`config.mk`:
```
export PLATFORM = sky130hd
export DESIGN_NAME = uart_tx_mmio
export DESIGN_NICKNAME = d
export VERILOG_FILES = /design/src/rtl/uart_pkg.sv /design/src/rtl/uart_tx_fifo.sv /design/src/rtl/uart_tx_mmio.sv
export SDC_FILE = /design/constraint.sdc
export NUM_CORES = 1
export LEC_CHECK = 0
export CAP_MARGIN = 20
export CORE_ASPECT_RATIO = 0.5
export CORE_MARGIN = 3
export CORE_UTILIZATION = 38
export DETAILED_ROUTE_END_ITERATION = 16
export PLACE_DENSITY = 0.66
export SLEW_MARGIN = 20
export SYNTH_ARGS = -nofsm -noshare
export SYNTH_HDL_FRONTEND = slang
export SYNTH_SLANG_ARGS = --single-unit
```
`constraint.sdc`:
```
create_clock -name clk -period 4.17 [get_ports clk]
set_clock_uncertainty 0.15 [all_clocks]
set_input_delay 0.6255 -clock clk [delete_from_list [all_inputs] [get_ports clk]]
set_output_delay 0.6255 -clock clk [all_outputs]
set_load 0.05 [all_outputs]
```
`src/rtl/uart_pkg.sv`:
```
// Shared constants for the memory-mapped UART transmitter: register map,
// status word layout and transmitter state encoding.
package uart_pkg;

    localparam logic [31:0] UART_TXD_ADDR  = 32'h4000_0018;
    localparam logic [31:0] UART_STAT_ADDR = 32'h4000_001C;

    localparam int STAT_BUSY    = 0;
    localparam int STAT_FULL    = 1;
    localparam int STAT_EMPTY   = 2;
    localparam int STAT_OVF     = 3;
    localparam int STAT_CNT_LSB = 4;
    localparam int STAT_CNT_MSB = 8;

    typedef enum logic [1:0] {
        IDLE  = 2'd0,
        START = 2'd1,
        DATA  = 2'd2,
        STOP  = 2'd3
    } tx_state_t;

    function automatic logic [31:0] stat_word(
        input logic       busy,
        input logic       full,
        input logic       empty,
        input logic       ovf,
        input logic [4:0] count
    );
        logic [31:0] w;
        w = '0;
        w[STAT_BUSY]                  = busy;
        w[STAT_FULL]                  = full;
        w[STAT_EMPTY]                 = empty;
        w[STAT_OVF]                   = ovf;
        w[STAT_CNT_MSB:STAT_CNT_LSB]  = count;
        return w;
    endfunction

endpackage

```
`src/rtl/uart_tx_fifo.sv`:
```
// Small synchronous byte FIFO; a push while full is accepted only when a pop
// happens at the same edge, so the head is read before its slot is reused.
module uart_tx_fifo #(
    parameter int DEPTH = 4,
    parameter int WIDTH = 8
) (
    input  logic                   clk,
    input  logic                   reset,
    input  logic                   push,
    input  logic [WIDTH-1:0]       wdata,
    input  logic                   pop,
    output logic [WIDTH-1:0]       rdata,
    output logic                   full,
    output logic                   empty,
    output logic [$clog2(DEPTH):0] count
);

    localparam int PW = $clog2(DEPTH);

    logic [WIDTH-1:0] mem [DEPTH];
    logic [PW-1:0]    wr_ptr;
    logic [PW-1:0]    rd_ptr;
    logic             do_push;
    logic             do_pop;

    assign empty   = (count == '0);
    assign full    = (count == (PW+1)'(DEPTH));
    assign do_pop  = pop && !empty;
    assign do_push = push && (!full || do_pop);
    assign rdata   = mem[rd_ptr];

    always_ff @(posedge clk or negedge reset) begin
        if (!reset) begin
            wr_ptr <= '0;
            rd_ptr <= '0;
            count  <= '0;
        end else begin
            if (do_push) wr_ptr <= wr_ptr + 1'b1;
            if (do_pop)  rd_ptr <= rd_ptr + 1'b1;
            case ({do_push, do_pop})
                2'b10:   count <= count + 1'b1;
                2'b01:   count <= count - 1'b1;
                default: count <= count;
            endcase
        end
    end

    // Storage needs no reset: pointers and count define what is valid.
    always_ff @(posedge clk) begin
        if (do_push) mem[wr_ptr] <= wdata;
    end

endmodule

```
`src/rtl/uart_tx_mmio.sv`:
```
// MEM-stage mapped UART transmitter: bus decode, status readback, byte FIFO
// and an 8N1 serialiser with a registered tx line.
//
//   state | meaning
//   IDLE  | line high, pop the FIFO head when one is waiting
//   START | start bit (low) for CLK_DIV cycles
//   DATA  | eight data bits, LSB first, CLK_DIV cycles each
//   STOP  | stop bit (high) for CLK_DIV cycles
module uart_tx_mmio
    import uart_pkg::*;
#(
    parameter int CLK_DIV    = 5208,
    parameter int FIFO_DEPTH = 4
) (
    input  logic        clk,
    input  logic        reset,
    input  logic [31:0] Address,
    input  logic [31:0] Write_data,
    input  logic        MemWrite,
    input  logic        MemRead,
    output logic [31:0] Read_data,
    output logic        tx,
    output logic        tx_irq
);

    localparam int CW = $clog2(FIFO_DEPTH) + 1;

    tx_state_t     state;
    logic [7:0]    shift;
    logic [2:0]    bit_idx;
    logic [15:0]   bit_cnt;
    logic          bit_done;
    logic          overflow;

    logic          push;
    logic          pop;
    logic          clr_ovf;
    logic [7:0]    fifo_rdata;
    logic          fifo_full;
    logic          fifo_empty;
    logic [CW-1:0] fifo_count;
    logic          unused_wdata;

    assign push     = MemWrite && (Address == UART_TXD_ADDR);
    assign clr_ovf  = MemWrite && (Address == UART_STAT_ADDR) && Write_data[STAT_OVF];
    assign pop      = (state == IDLE) && !fifo_empty;
    assign bit_done = (bit_cnt == 16'(CLK_DIV - 1));
    assign unused_wdata = ^Write_data[31:8];

    uart_tx_fifo #(
        .DEPTH (FIFO_DEPTH),
        .WIDTH (8)
    ) u_fifo (
        .clk   (clk),
        .reset (reset),
        .push  (push),
        .wdata (Write_data[7:0]),
        .pop   (pop),
        .rdata (fifo_rdata),
        .full  (fifo_full),
        .empty (fifo_empty),
        .count (fifo_count)
    );

    assign Read_data = (MemRead && (Address == UART_STAT_ADDR))
                     ? stat_word(state != IDLE, fifo_full, fifo_empty, overflow, 5'(fifo_count))
                     : 32'h0;

    // A byte is lost only when the FIFO is full and no pop frees a slot.
    always_ff @(posedge clk or negedge reset) begin
        if (!reset) begin
            overflow <= 1'b0;
        end else if (push && fifo_full && !pop) begin
            overflow <= 1'b1;
        end else if (clr_ovf) begin
            overflow <= 1'b0;
        end
    end

    always_ff @(posedge clk or negedge reset) begin
        if (!reset) begin
            state   <= IDLE;
            shift   <= '0;
            bit_idx <= '0;
            bit_cnt <= '0;
            tx      <= 1'b1;
            tx_irq  <= 1'b1;
        end else begin
            tx_irq <= fifo_empty && (state == IDLE);
            case (state)
                IDLE: begin
                    bit_cnt <= '0;
                    tx      <= 1'b1;
                    if (pop) begin
                        shift   <= fifo_rdata;
                        bit_idx <= '0;
                        tx      <= 1'b0;
                        state   <= START;
                    end
                end
                START: begin
                    if (bit_done) begin
                        bit_cnt <= '0;
                        bit_idx <= '0;
                        tx      <= shift[0];
                        state   <= DATA;
                    end else begin
                        bit_cnt <= bit_cnt + 1'b1;
                    end
                end
                DATA: begin
                    if (bit_done) begin
                        bit_cnt <= '0;
                        if (bit_idx == 3'd7) begin
                            bit_idx <= '0;
                            tx      <= 1'b1;
                            state   <= STOP;
                        end else begin
                            // Next bit goes out straight from the pre-shift value.
                            shift   <= shift >> 1;
                            bit_idx <= bit_idx + 1'b1;
                            tx      <= shift[1];
                        end
                    end else begin
                        bit_cnt <= bit_cnt + 1'b1;
                    end
                end
                STOP: begin
                    tx <= 1'b1;
                    if (bit_done) begin
                        bit_cnt <= '0;
                        state   <= IDLE;
                    end else begin
                        bit_cnt <= bit_cnt + 1'b1;
                    end
                end
                default: begin
                    state <= IDLE;
                    tx    <= 1'b1;
                end
            endcase
        end
    end

endmodule

```
==> results of run 1 <==
==> metal layers <==
metal / part of all wire / wire (µm) / GRT usage / up-vias
met5: 0 / 0 / 0 / -
met4: 0.0064 / 43 / 0.03470 / 0
met3: 0.069 / 468 / 0.05764 / 6
met2: 0.50 / 3379 / 0.2335 / 68
met1: 0.42 / 2847 / 0.1548 / 1082
li1: - / - / - / 1097
==> Yosys cell counts (8+ instances only) <==
library cell	instances	area (µm²)
dfrtp_1	37	925.9
edfxtp_1	32	960.9
buf_4	25	187.7
nor2_1	17	63.81
mux2_2	16	180.2
inv_1	15	56.30
ha_1	13	162.7
nand2_1	13	48.80
nand3_1	9	45.04
xnor2_1	9	78.83
xor2_1	9	78.83
mux4_2	8	180.2
nor4_1	8	50.05
==> power by group <==
part	total (mW)	switching, mW	internal, mW
logic	0.280	0.139	0.142
registers	0.845	0.0673	0.778
clock network	0.771	0.301	0.470
==> flip-flops by register name (all words and copies together), names as in the netlist <==
name           count
tx                 1
bit_idx            3
u_fifo.rd_ptr      2
state              2
shift              8
overflow           1
u_fifo.wr_ptr      2
u_fifo.count       3
u_fifo.mem        32
bit_cnt           16
tx_irq             1
==> worst reg2reg max path, cell delays in order (launching register included) <==
cell and delay, ns:
dfrtp_1 0.37, inv_1 0.10, ha_1 0.28, nor4b_1 0.43, nor2_1 0.08, nor4b_4 0.17
inv_1 0.07, ha_1 0.18, inv_1 0.06, fa_1 0.37, xor2_1 0.15, nor2_1 0.12
xor2_1 0.15
==> cell families after synthesis <==
logic type               share of synthesized area
buffers and inverters                      0.07390
adder cells (fa/ha/maj)                    0.04949
flip-flops                                  0.5254
multiplexers                                0.1166
AO/OA/AOI/OAI                              0.03390
XOR/XNOR                                   0.04271
AND/OR/NAND/NOR                             0.1569
other                                     0.001016
==> how the worst min path moves through the flow <==
stage / from / to / slack (ns) / cells after the start
final: reset / bit_idx[2]$_DFFE_PN0P_ / 0.24 / 1
after global routing: reset / bit_cnt[7]$_DFF_PN0_ / 0.34 / 1
after CTS: reset / bit_cnt[10]$_DFF_PN0_ / 0.29 / 1
after detailed placement: bit_cnt[0]$_DFF_PN0_ / bit_cnt[0]$_DFF_PN0_ / 0.34 / 1
after global placement: bit_cnt[0]$_DFF_PN0_ / bit_cnt[0]$_DFF_PN0_ / 0.32 / 1
after floorplan: reset / bit_cnt[0]$_DFF_PN0_ / 0.18 / 0
==> layout make-up <==
class	instances	area (µm²)	area share
Sequential cell	71	1939	0.4254
Multi-Input combinational cell	190	1569	0.3441
Timing Repair Buffer	53	520.5	0.1142
Clock buffer	9	225.2	0.04940
Tap cell	130	162.7	0.03568
Clock inverter	7	80.08	0.01756
Inverter	16	62.56	0.01372
==> flow_summary_export.csv, run 1 <==
group,metric,value,unit
timing,fin_ws,0.3471,ns
floorplan,dieHeight,75.69,µm
logic_synthesis,yosys_warnings,0,
placement,globalplace.congestion,0.7630,
setup_path,crit_type,"input pin to output port",
placement,dpl_cell_area,4254,µm²
floorplan,die_w,145.4,µm
timing,min_period_over_period,0.9168,
placement,pre_cts_slack,0.3455,ns
floorplan,start_util,0.4070,
detailed_routing,routed_wl,6.739,mm
setup_path,timing.critical_path.from_type,"input pin",
cells_and_area,synthToLayoutAreaGrowth,23.53,%
setup_path,slowest_stage,"clkdlybuf4s50_1",
placement,port-buffer-count,52,
timing,rsz0062_at_grt,"no",
logic_synthesis,ys_types,52,
floorplan,die_area,11000,µm²
run,drv_cap,0,
logic_synthesis,syn_avg_cell_area,13.04,µm²
timing,hold_viol_final,0,
floorplan,core,9069,µm²
timing,setup_tns,0,ns
cts,cts_tree,"done",
logic_synthesis,synth-seq-cells,71,
cells_and_area,layout_commonest_cell,"clkdlybuf4s50_1",
cts,cts_hold_buf,0,
detailed_routing,vias,2253,
logic_synthesis,synth-seq-area-share,0.5254,
logic_synthesis,netlist_area,3691,µm²
setup_path,cp.depth,6,
grt,grt_pass1_wl,11.34,mm
detailed_routing,drtIter0Drc,97,
setup_path,crit_buf_inv,2,
cells_and_area,nFillCells,768,
grt,antenna_found_initial,0,
timing,drv_slew,0,
setup_path,r2r_end,"u_fifo.count[2]$_DFFE_PN0P_",
detailed_routing,ant_nets,0,
power_and_ir_drop,power,1.897,mW
cells_and_area,final_cell_mix,"50 x clkdlybuf4s50_1, 37 x dfrtp_1, 32 x edfxtp_1",
setup_path,cp-end-kind,"output port",
logic_synthesis,ys.flop_type,"dfrtp_1",
power_and_ir_drop,ir_drop,0.0002209,V
setup_path,worstPathRequired,3.39,ns
power_and_ir_drop,leakage,1.811,nW
cts,cts_resized,0,
timing,maxSlewHeadroom,0.4118,
setup_path,cp-startpoint,"Address[5]",
setup_path,reg2reg_depth,12,
cells_and_area,fin_area,4559,µm²
detailed_routing,firstDrtPassIters,4,
cells_and_area,finalNonFillerCells,476,
cts,clk_pin_slew_worst_paths,0.06,ns
power_and_ir_drop,power_density,416.0,nW/µm²
grt,grtUsageTotal,0.1330,
timing,clock.fmax,261.6,MHz
status,outcome,"completed",
cts,post-cts-setup-buffers,0,
setup_path,cp-endpoint,"Read_data[2]",
placement,dpl.hpwl,5.004,mm
setup_path,crit_top_cell,"clkdlybuf4s50_1",
cts,clk-insertion-delay-late,0.34,ns
setup_path,cpPeakStageDelay,0.80,ns
setup_path,r2r_slack,1.43,ns
placement,place_inst,460,
grt,grt_pass1_vias,2336,
setup_path,crit_fanout,7,
cts,htree_levels,3,
timing,holdWs,0.2426,ns
cells_and_area,diodes,0,
setup_path,r2r_start,"state[0]$_DFFE_PN0P_",
grt,grt_remaining_overflow,0,
floorplan,rows,24,
cells_and_area,nNetsFinal,423,
cts,cts_root_buffer,"clkbuf_16",
setup_path,crit_chain,"clkdlybuf4s50_1 -> nor4b_2 -> nand4_2 -> nor3_1 -> and2_1 -> clkdlybuf4s50_1",
timing,setup_viol_count_final,0,
setup_path,critPathArrivalTime,3.05,ns
cts,clock_path_buffers,2,
detailed_routing,drt-vias-per-instance,4.733,
min_path,hp-class,"input pin to async pin",
timing,worst_pin_slew,0.8823,ns
cts,numCtsBuffers,9,
cells_and_area,drive_gt1_frac,0.1850,
detailed_routing,wl_per_cell,14.16,µm
floorplan,io_pins,102,
detailed_routing,drc,0,
timing,period_minus_slack,3.823,ns
logic_synthesis,netlist_instances,283,
logic_synthesis,synth_edf_count,32,
logic_synthesis,async_flop_share,0.5493,
cells_and_area,utilization,0.5028,
cts,cts.sinks,71,
setup_path,cp_top_family,"buffers and inverters",
grt,grt_max_degree,40,
Note: power is estimated with default switching activity, not from simulation.
==> run 2: changes to the inputs <==
--- a/config.mk
+++ b/config.mk
@@ -11,7 +11,6 @@
 export CORE_UTILIZATION = 38
 export DETAILED_ROUTE_END_ITERATION = 16
 export PLACE_DENSITY = 0.66
-export SLEW_MARGIN = 20
 export SYNTH_ARGS = -nofsm -noshare
 export SYNTH_HDL_FRONTEND = slang
 export SYNTH_SLANG_ARGS = --single-unit
==> results of run 2 <==
The final DEF is identical to that of run 1; final timing and power are the same.
==> run 3: changes to the inputs <==
--- a/config.mk
+++ b/config.mk
@@ -8,9 +8,10 @@
 export CAP_MARGIN = 20
 export CORE_ASPECT_RATIO = 0.5
 export CORE_MARGIN = 3
-export CORE_UTILIZATION = 38
+export CORE_UTILIZATION = 52
+export CTS_CLUSTER_DIAMETER = 200
 export DETAILED_ROUTE_END_ITERATION = 16
-export PLACE_DENSITY = 0.66
+export PLACE_DENSITY = 0.86
 export SYNTH_ARGS = -nofsm -noshare
 export SYNTH_HDL_FRONTEND = slang
 export SYNTH_SLANG_ARGS = --single-unit
==> flow_summary_export.csv, run 3 (synthesis results as in run 1) <==
group,metric,value,unit
status,outcome,"completed",
floorplan,dieHeight,65.58,µm
timing,setup_viol_count_final,0,
setup_path,crit_chain,"clkdlybuf4s50_1 -> nor4b_2 -> nand4_2 -> nor3_1 -> and2_1 -> clkdlybuf4s50_1",
min_path,hp-class,"input pin to async pin",
detailed_routing,firstDrtPassIters,4,
timing,clock.fmax,267.5,MHz
cts,cts_hold_buf,0,
timing,holdWs,0.2707,ns
cells_and_area,reg_top3,"u_fifo.mem (32), bit_cnt (16), shift (8)",
floorplan,die_area,8207,µm²
cts,cts_tree,"done",
cts,clk-insertion-delay-late,0.34,ns
setup_path,crit_type,"input pin to output port",
timing,period_minus_slack,3.738,ns
setup_path,critPathArrivalTime,2.96,ns
grt,use_met2,0.3242,
detailed_routing,vias,2365,
floorplan,core,6779,µm²
setup_path,r2r_start,"state[1]$_DFFE_PN0P_",
timing,min_period_over_period,0.8963,
grt,antenna_found_initial,0,
cts,cts_resized,0,
timing,worst_pin_slew,0.9107,ns
setup_path,crit_top_cell,"clkdlybuf4s50_1",
cells_and_area,regMostFlops,"u_fifo.mem",
cells_and_area,drive_gt1_frac,0.1844,
detailed_routing,drtIter0Drc,139,
floorplan,io_pins,102,
cells_and_area,layout_commonest_cell,"clkdlybuf4s50_1",
floorplan,start_util,0.5445,
cts,clk_pin_slew_worst_paths,0.06,ns
floorplan,rows,21,
grt,grt_util_met3,0.07305,
setup_path,timing.critical_path.from_type,"input pin",
timing,hold_viol_final,0,
grt,grtUsageTotal,0.1905,
placement,dpl.hpwl,5.020,mm
cts,post-cts-setup-buffers,0,
grt,grt_pass1_wl,11.96,mm
power_and_ir_drop,clock_power_share,0.392,
cells_and_area,largest_reg_flops,32,
setup_path,cpPeakStageDelay,0.83,ns
cells_and_area,diodes,0,
grt,use_met1,0.2209,
cts,clock_path_buffers,2,
cells_and_area,nFillCells,472,
power_and_ir_drop,p_int,1.336,mW
cts,cts.sinks,71,
cts,cts_root_buffer,"clkbuf_16",
power_and_ir_drop,swShare,0.2863,
power_and_ir_drop,leakage,1.802,nW
setup_path,cp-end-kind,"output port",
setup_path,slowest_stage,"clkdlybuf4s50_1",
timing,setup_tns,0,ns
setup_path,cp-startpoint,"Address[5]",
detailed_routing,routed_wl,7.189,mm
cts,htree_levels,3,
power_and_ir_drop,power_density,415.4,nW/µm²
cells_and_area,utilization,0.6646,
grt,grt_max_degree,40,
timing,rsz0062_at_grt,"no",
grt,grt_pass1_vias,2477,
detailed_routing,ant_nets,0,
placement,globalplace.congestion,0.8019,
run,drv_cap,0,
cells_and_area,final_cell_mix,"51 x clkdlybuf4s50_1, 37 x dfrtp_1, 32 x edfxtp_1",
setup_path,worstPathRequired,3.39,ns
detailed_routing,drc,0,
cts,numCtsBuffers,9,
placement,port-buffer-count,52,
timing,drv_slew,0,
detailed_routing,wl_per_cell,16.38,µm
grt,grt_remaining_overflow,0,
floorplan,die_w,125.2,µm
setup_path,crit_fanout,4,
power_and_ir_drop,p_switching,535.9,µW
grt,gr-max-usage-layer,"met2",
power_and_ir_drop,power_frac_comb,0.154,
detailed_routing,drt-vias-per-instance,5.387,
timing,maxSlewHeadroom,0.3929,
power_and_ir_drop,ir_drop,0.0003947,V
cells_and_area,synthToLayoutAreaGrowth,22.07,%
power_and_ir_drop,seqPwrFrac,0.454,
cells_and_area,nNetsFinal,424,
## run 3: cell types whose count changed in the layout (fill, tap and decap cells not counted), sizes merged
cell | previous run | this run
bufinv | 1 | 0
clkdlybuf4s50 | 50 | 51
clkinv | 2 | 1
clkinvlp | 1 | 2
inv | 19 | 20
## run 3: layer usage
layer / wire [µm] / up-vias / part of all wire
met4: 138 / 0 / 0.019
met5: 0 / - / 0
li1: - / 1098 / -
met3: 429 / 16 / 0.060
met1: 2989 / 1165 / 0.42
met2: 3631 / 86 / 0.51
## run 3: layout make-up
cell class | count | area (µm²) | area share
Clock buffer | 9 | 225.2 | 0.04999
Inverter | 16 | 62.56 | 0.01389
Sequential cell | 71 | 1939 | 0.4304
Clock inverter | 7 | 63.81 | 0.01416
Tap cell | 92 | 115.1 | 0.02555
Multi-Input combinational cell | 190 | 1569 | 0.3482
Timing Repair Buffer | 54 | 530.5 | 0.1177
## run 3: per-stage QoR
step	power (mW)	instances	setup WS, ns	instance area, µm²
CTS	1.884	439	0.4478	4506
global placement	1.128	423	0.5042	4217
detailed placement	1.147	423	0.4506	4217
floorplan	1.064	307	0.6534	3781
global route	1.945	439	0.2614	4506
finish	1.872	439	0.4323	4506
## run 3: power groups by stage
stage / logic, mW / registers, mW / clock network (mW)
after floorplan: 0.229 / 0.835 / 0
after global placement: 0.272 / 0.856 / 0
after detailed placement: 0.284 / 0.863 / 0
after CTS: 0.289 / 0.850 / 0.745
after global routing: 0.310 / 0.858 / 0.776
final: 0.289 / 0.850 / 0.733
## run 3: final timing paths
path / end / slack (ns) / cells after the start
max in group asynchronous: u_fifo.count[1]$_DFFE_PN0P_ / 3.03 / 1
setup / recovery: Read_data[6] / 0.43 / 6
min in group clk: bit_cnt[0]$_DFF_PN0_ / 0.33 / 1
setup reg to reg: u_fifo.count[2]$_DFFE_PN0P_ / 1.35 / 12
hold reg to reg: bit_cnt[0]$_DFF_PN0_ / 0.33 / 1
hold / removal: bit_cnt[7]$_DFF_PN0_ / 0.27 / 1
## run 3: worst max-delay path: cells and delay by family
| kind | cells | cell delay [ns] |
|---|---|---|
| buf+inv | 2 | 1.25 |
| simple gates | 4 | 1.08 |
